==> config.mk <==
export PLATFORM = sky130hd
export DESIGN_NAME = image_pipe_dma_scheduler
export DESIGN_NICKNAME = d
export VERILOG_FILES = /design/src/rtl/image_pipe_dma_scheduler.sv
export SDC_FILE = /design/constraint.sdc
export NUM_CORES = 1
export LEC_CHECK = 0
export BUFFER_PORTS_ARGS = -buffer_cell sky130_fd_sc_hd__buf_4
export CELL_PAD_IN_SITES_DETAIL_PLACEMENT = 1
export CELL_PAD_IN_SITES_GLOBAL_PLACEMENT = 1
export CORE_AREA = 2 2 236 238
export CTS_CLUSTER_SIZE = 28
export DETAILED_ROUTE_END_ITERATION = 10
export DIE_AREA = 0 0 238 240
export GPL_TIMING_DRIVEN = 0
export HOLD_SLACK_MARGIN = 0.05
export PLACE_DENSITY = 0.72
export SLEW_MARGIN = 20
export SYNTH_ARGS = -nofsm -noshare
export SYNTH_HDL_FRONTEND = slang
export SYNTH_SLANG_ARGS = --single-unit
export TNS_END_PERCENT = 10
==> constraint.sdc <==
create_clock -name aclk -period 4.1 [get_ports aclk]
set_clock_uncertainty 0.2 [all_clocks]
set_input_delay 0.615 -clock aclk [delete_from_list [all_inputs] [get_ports aclk]]
set_output_delay 0.615 -clock aclk [all_outputs]
set_load 0.1 [all_outputs]
==> src/rtl/image_pipe_dma_scheduler.sv <==
// rtl/image_pipe_dma_scheduler.sv - MM2S command sequencer and status collector for the image pipe inputs
// Issues one full image per iteration on each active channel, split into EOF-terminated chunks.

module image_pipe_dma_scheduler #(
    parameter int ADDR_WIDTH  = 32,
    parameter int BTT_WIDTH   = 23,
    parameter int CHUNK_BYTES = 65536,
    parameter int BYTES_WIDTH = 32,
    parameter int ITERS_WIDTH = 16,
    parameter int TAG_WIDTH   = 4,
    parameter int CMD_WIDTH   = TAG_WIDTH + ADDR_WIDTH + 1 + BTT_WIDTH
) (
    input  logic                   aclk,
    input  logic                   areset,
    input  logic                   cfg_valid,
    output logic                   cfg_ready,
    input  logic [ADDR_WIDTH-1:0]  cfg_addr_1,
    input  logic [ADDR_WIDTH-1:0]  cfg_addr_2,
    input  logic [BYTES_WIDTH-1:0] cfg_bytes,
    input  logic [ITERS_WIDTH-1:0] cfg_iters,
    input  logic                   cfg_is_max,
    output logic                   m_cmd_1_tvalid,
    input  logic                   m_cmd_1_tready,
    output logic [CMD_WIDTH-1:0]   m_cmd_1_tdata,
    output logic                   m_cmd_2_tvalid,
    input  logic                   m_cmd_2_tready,
    output logic [CMD_WIDTH-1:0]   m_cmd_2_tdata,
    input  logic                   s_sts_1_tvalid,
    output logic                   s_sts_1_tready,
    input  logic [7:0]             s_sts_1_tdata,
    input  logic                   s_sts_2_tvalid,
    output logic                   s_sts_2_tready,
    input  logic [7:0]             s_sts_2_tdata,
    output logic                   busy,
    output logic                   done,
    output logic                   error
);

    localparam int SHIFT = $clog2(CHUNK_BYTES);
    localparam logic [BYTES_WIDTH-1:0] CHUNK_B = BYTES_WIDTH'(CHUNK_BYTES);
    localparam logic [ADDR_WIDTH-1:0]  CHUNK_A = ADDR_WIDTH'(CHUNK_BYTES);
    localparam logic [BTT_WIDTH-1:0]   CHUNK_T = BTT_WIDTH'(CHUNK_BYTES);

    typedef enum logic [1:0] {IDLE, ISSUE, WAIT, DONE} state_t;
    state_t state, state_nxt;

    logic [ADDR_WIDTH-1:0]  base_1, base_2, addr_1, addr_2;
    logic [BYTES_WIDTH-1:0] bytes_q, rem_1, rem_2, sc_1, sc_2, n_chunks;
    logic [ITERS_WIDTH-1:0] iters_q, iter;
    logic                   is_max_q, err;
    logic [BTT_WIDTH-1:0]   btt_1, btt_2;
    logic                   cfg_fire, zero_job, issued_1, issued_2;
    logic                   take_1, take_2, ok_1, ok_2, iter_end, last_iter;
    logic                   unused_sts;

    assign unused_sts = ^{s_sts_1_tdata[3:0], s_sts_2_tdata[3:0]};

    assign n_chunks  = (bytes_q >> SHIFT) + BYTES_WIDTH'(|bytes_q[SHIFT-1:0]);
    assign cfg_fire  = cfg_valid && (state == IDLE);
    assign zero_job  = (cfg_bytes == '0) || (cfg_iters == '0);
    assign btt_1     = (rem_1 >= CHUNK_B) ? CHUNK_T : rem_1[BTT_WIDTH-1:0];
    assign btt_2     = (rem_2 >= CHUNK_B) ? CHUNK_T : rem_2[BTT_WIDTH-1:0];

    // A channel has finished issuing once nothing remains and its last word is accepted.
    assign issued_1  = (rem_1 == '0) && (!m_cmd_1_tvalid || m_cmd_1_tready);
    assign issued_2  = (rem_2 == '0) && (!m_cmd_2_tvalid || m_cmd_2_tready);

    assign ok_1      = s_sts_1_tdata[7] && (s_sts_1_tdata[6:4] == 3'b000);
    assign ok_2      = s_sts_2_tdata[7] && (s_sts_2_tdata[6:4] == 3'b000);
    assign take_1    = s_sts_1_tvalid && (state == ISSUE || state == WAIT) && (sc_1 != n_chunks);
    assign take_2    = s_sts_2_tvalid && is_max_q && (state == ISSUE || state == WAIT)
                       && (sc_2 != n_chunks);
    assign iter_end  = (state == WAIT) && (sc_1 == n_chunks) && (!is_max_q || sc_2 == n_chunks);
    assign last_iter = err || ((iter + ITERS_WIDTH'(1)) == iters_q);

    always_ff @(posedge aclk) begin
        if (areset) state <= IDLE;
        else        state <= state_nxt;
    end

    always_comb begin
        state_nxt      = state;
        cfg_ready      = (state == IDLE);
        busy           = (state != IDLE);
        done           = (state == DONE);
        error          = err;
        s_sts_1_tready = 1'b1;
        s_sts_2_tready = 1'b1;
        case (state)
            IDLE:    if (cfg_fire) state_nxt = zero_job ? DONE : ISSUE;
            ISSUE:   if (issued_1 && issued_2) state_nxt = WAIT;
            WAIT:    if (iter_end) state_nxt = last_iter ? DONE : ISSUE;
            default: state_nxt = IDLE;
        endcase
    end

    always_ff @(posedge aclk) begin
        if (areset) begin
            base_1 <= '0; base_2 <= '0; addr_1 <= '0; addr_2 <= '0;
            bytes_q <= '0; rem_1 <= '0; rem_2 <= '0; sc_1 <= '0; sc_2 <= '0;
            iters_q <= '0; iter <= '0; is_max_q <= 1'b0; err <= 1'b0;
            m_cmd_1_tvalid <= 1'b0; m_cmd_1_tdata <= '0;
            m_cmd_2_tvalid <= 1'b0; m_cmd_2_tdata <= '0;
        end else begin
            if (state != ISSUE) begin
                m_cmd_1_tvalid <= 1'b0;
                m_cmd_2_tvalid <= 1'b0;
            end else begin
                if (!m_cmd_1_tvalid || m_cmd_1_tready) begin
                    m_cmd_1_tvalid <= (rem_1 != '0);
                    if (rem_1 != '0) begin
                        m_cmd_1_tdata <= {iter[TAG_WIDTH-1:0], addr_1, (rem_1 <= CHUNK_B), btt_1};
                        addr_1        <= addr_1 + CHUNK_A;
                        rem_1         <= (rem_1 >= CHUNK_B) ? rem_1 - CHUNK_B : '0;
                    end
                end
                if (!m_cmd_2_tvalid || m_cmd_2_tready) begin
                    m_cmd_2_tvalid <= (rem_2 != '0);
                    if (rem_2 != '0) begin
                        m_cmd_2_tdata <= {iter[TAG_WIDTH-1:0], addr_2, (rem_2 <= CHUNK_B), btt_2};
                        addr_2        <= addr_2 + CHUNK_A;
                        rem_2         <= (rem_2 >= CHUNK_B) ? rem_2 - CHUNK_B : '0;
                    end
                end
            end

            if (take_1) begin
                sc_1 <= sc_1 + BYTES_WIDTH'(1);
                if (!ok_1) err <= 1'b1;
            end
            if (take_2) begin
                sc_2 <= sc_2 + BYTES_WIDTH'(1);
                if (!ok_2) err <= 1'b1;
            end

            // Both job start and iteration restart rewind the channels to the image base.
            if (cfg_fire) begin
                base_1 <= cfg_addr_1; base_2 <= cfg_addr_2;
                bytes_q <= cfg_bytes; iters_q <= cfg_iters; is_max_q <= cfg_is_max;
                err <= 1'b0; iter <= '0; sc_1 <= '0; sc_2 <= '0;
                addr_1 <= cfg_addr_1; addr_2 <= cfg_addr_2;
                rem_1 <= cfg_bytes;
                rem_2 <= cfg_is_max ? cfg_bytes : '0;
            end else if (iter_end && !last_iter) begin
                iter <= iter + ITERS_WIDTH'(1);
                sc_1 <= '0; sc_2 <= '0;
                addr_1 <= base_1; addr_2 <= base_2;
                rem_1 <= bytes_q;
                rem_2 <= is_max_q ? bytes_q : '0;
            end
        end
    end

endmodule
==> out/qor.txt <==
most frequent cells in the layout -> nand2_1, dfxtp_1, buf_4
Yosys cell types -> 85
cells along the critical path -> nor4_4, nand4_1, buf_6, ha_4, ha_4, nand4_1, buf_6, buf_6, nor2_4, a311o_1, or4b_4, o31ai_4, buf_6, nand4_1, buf_4, or3b_1, a21oi_1
synthesized area per cell -> 8.081 um2
area grow syn2layout -> 32.93%
CP Capture Type -> flop
worst reg2reg endpoint -> iter[13]
Post-synth ARST share -> 0
Hold Vio Cnt, Final -> 0
top_reg_cell synth -> dfxtp_1
clock-pin slew on the worst setup and hold paths -> 60 ps
crit share post-route -> 1.088
Power Total -> 0.01805 W
final non-filler cell total -> 3735
row cnt -> 86
vias in the first global route -> 22644
layout cells sized above 1 -> 0.2180
Final WS setup -> -361.6 ps
Worst EP arrival -> 4800 ps
Clk Tree Root Cell -> clkbuf_16
via/cell ratio -> 5.946
RSZ-0062 raised after global routing -> yes
Final setup viols -> 208
PD cells -> 645.7 nW/um2
placed insts -> 3560
crit path max fanout -> 5
EDFF count, synth -> 0
vias post-DR -> 22207
Leakage -> 10.24 nW
DRT antenna net count -> 0
crit path time final -> 4462 ps
Yosys Warn Count -> 0
initial core utilization -> 0.3848
H-tree levels -> 2
HP Class -> in -> reg
Hold Path End -> iters_q[11]
DRT Pass-1 Iters -> 7
WP data required -> 4440 ps
Slew @ Worst Pin -> 1139 ps
Remaining DRCs -> 0
HPWL after DPL -> 66860 um
initial DRC count -> 1527
fin. max-slew vios -> 0
Mapped Cells -> 2603
Slowest cell on crit path -> or4b_4
Ports -> 264
Post-layout nets -> 3143
Final GP Congestion -> 0.9399
fill count -> 6430
area of the mapped netlist -> 21040 um2
worst hold path depth -> 3
CTS tree -> yes
initial antenna violation count -> 4
status -> complete, but fails checks
GRT overflow -> 0
worst hold start -> cfg_iters[11]
Worst path max stage delay -> 580 ps
failing checks -> setup timing
crit path launch type -> flop
Synth Register Bits -> 446
Avg WL per Cell -> 24.96 um
clk sinks -> 446
Most Frequent Cell on Critical Path -> buf_6
final WL -> 93210 um
global-route wire length before repair -> 137100 um
Die Wd -> 238 um
clk_lat worst skew -> 620 ps
Tot GR Track Use -> 0.3125
commonest non-fill, non-tap cell in the layout -> nand2_1
worst reg-to-reg path cell count -> 17
Max-cap violations -> 0
R2R Setup Slk -> -360 ps
largest net degree at the start of global routing -> 14
FMAX -> 224.1 MHz
FF-to-FF Start -> bytes_q[3]
die area -> 57120 um2
Die Height -> 240 um
Hold Slack -> 62.81 ps
core area -> 54660 um2
register area share after synthesis -> 0.4245
Peak VDD IR -> 0.3386 mV
worst-case clock buffer depth -> 3
relative slew slack -> 0.2404
CTS buffer count -> 52
Setup CP Type -> reg -> reg
port buffer count -> 252
-- metal layers --
layer	vias up	track usage	part of all wire
met1	11095	0.3892	0.41
met2	803	0.5400	0.49
li1	10070	-	-
met3	237	0.04041	0.057
met5	-	0	0.00018
met4	2	0.1409	0.047
-- cell usage after synthesis (6+ instances only) --
cell type    n  area [um2]
xor2_1      46       402.9
mux2_2       9       101.4
nor3b_1      7       52.55
ha_1        17       212.7
mux2i_1     15       150.1
nand4_1     35       219.0
dfxtp_1    446        8929
nor3_1      85       425.4
and2_1       9       56.30
xnor2_1    115        1007
o221ai_1     8       70.07
nor4b_1      6       52.55
o31ai_1     40       300.3
inv_1       43       161.4
nor2_1     167       626.9
a31oi_1     26       162.7
a22oi_1     37       277.8
and3_1      30       187.7
clkbuf_1   141       529.3
a311oi_1    32       280.3
o22a_1      33       289.0
or3_1       25       156.4
and4_1      12       105.1
or2_2        8       50.05
nand2b_1    12       75.07
nor4_1      54       337.8
a32oi_1     20       175.2
o21ai_0     50       250.2
or4_1       12       90.09
buf_2       36       180.2
a21oi_1    268        1341
a211oi_1     7       52.55
buf_1       13       48.80
buf_4       10       75.07
o41ai_1     17       148.9
nand3_1    117       585.6
nand2_1    485        1821
o211ai_1    10       75.07
-- state kept, by name, indices dropped and copies added (netlist names) --
register        count
addr_1             32
is_max_q            1
bytes_q            32
addr_2             32
sc_1               32
error               1
m_cmd_1_tvalid      1
iters_q            16
state               2
m_cmd_1_tdata      60
rem_2              32
sc_2               32
m_cmd_2_tdata      60
base_2             32
m_cmd_2_tvalid      1
rem_1              32
base_1             32
iter               16
-- cell families (layout without fill, tap and decap cells) --
family / count (synthesis) / after routing / share of synthesized area
AO/OA/AOI/OAI: 607 / 607 / 0.1883
XOR/XNOR: 161 / 161 / 0.06704
adder cells (fa/ha/maj): 19 / 19 / 0.01106
buffers and inverters: 249 / 673 / 0.05014
flip-flops: 446 / 446 / 0.4245
multiplexers: 29 / 29 / 0.01463
other: 1 / 5 / 0.0001783
AND/OR/NAND/NOR: 1091 / 1091 / 0.2442
-- worst max-delay path by stage --
stage / startpoint / to / slack [ps] / depth (start not counted)
final: bytes_q[3] / iter[13] / -360 / 17
after global routing: bytes_q[3] / rem_1[14] / -470 / 20
after floorplan: bytes_q[11] / rem_2[21] / 10 / 17
after global placement: bytes_q[3] / sc_1[9] / -1570 / 16
after detailed placement: bytes_q[3] / sc_1[20] / -1580 / 16
after CTS: bytes_q[6] / rem_2[10] / -270 / 20
-- report_power, final --
part           internal (W)  switching, W
combinational       0.00230       0.00488
clock               0.00292       0.00198
sequential          0.00514      0.000844
-- metrics by stage --
stage               utilization  worst slack [ps]  setup TNS, ps  area [um2]
floorplan                     -             14.28              0       21040
global placement         0.4357             -1572        -288320       23820
detailed placement       0.4357             -1581        -289680       23820
CTS                      0.4953            -273.0         -15660       27070
global route             0.5115            -474.4         -63690       27960
finish                   0.5115            -361.6         -40550       27960
-- worst max-delay path, delay by kind of cell, from the launching register on --
kind            cells  cell delay (ps)
fa+ha+maj           2              310
buf+inv             5              860
compound gates      3              810
simple gates        7             1820
flops               1              360
-- area by class of cell --
type,instances,area (um2),area share
Multi-Input combinational cell,1909,11960,0.4276
Sequential cell,446,8955,0.3203
Timing Repair Buffer,336,2908,0.1040
Clock buffer,72,1499,0.05361
Buffer,201,1318,0.04712
Tap cell,704,880.8,0.03150
Clock inverter,20,272.8,0.009755
Inverter,44,165.2,0.005907
Antenna cell,3,7.507,0.0002685
-- repair_timing --
action                                  in CTS  in global routing
buffers inserted                            41                 29
hold buffers                                 8                  0
endpoints found under the hold margin        8                  0
gates cloned                                 6                  5
resized for setup                          222                141
pin swaps                                   86                 74
endpoints found under the setup margin     227                231
Power figures use the tool's default switching activity.
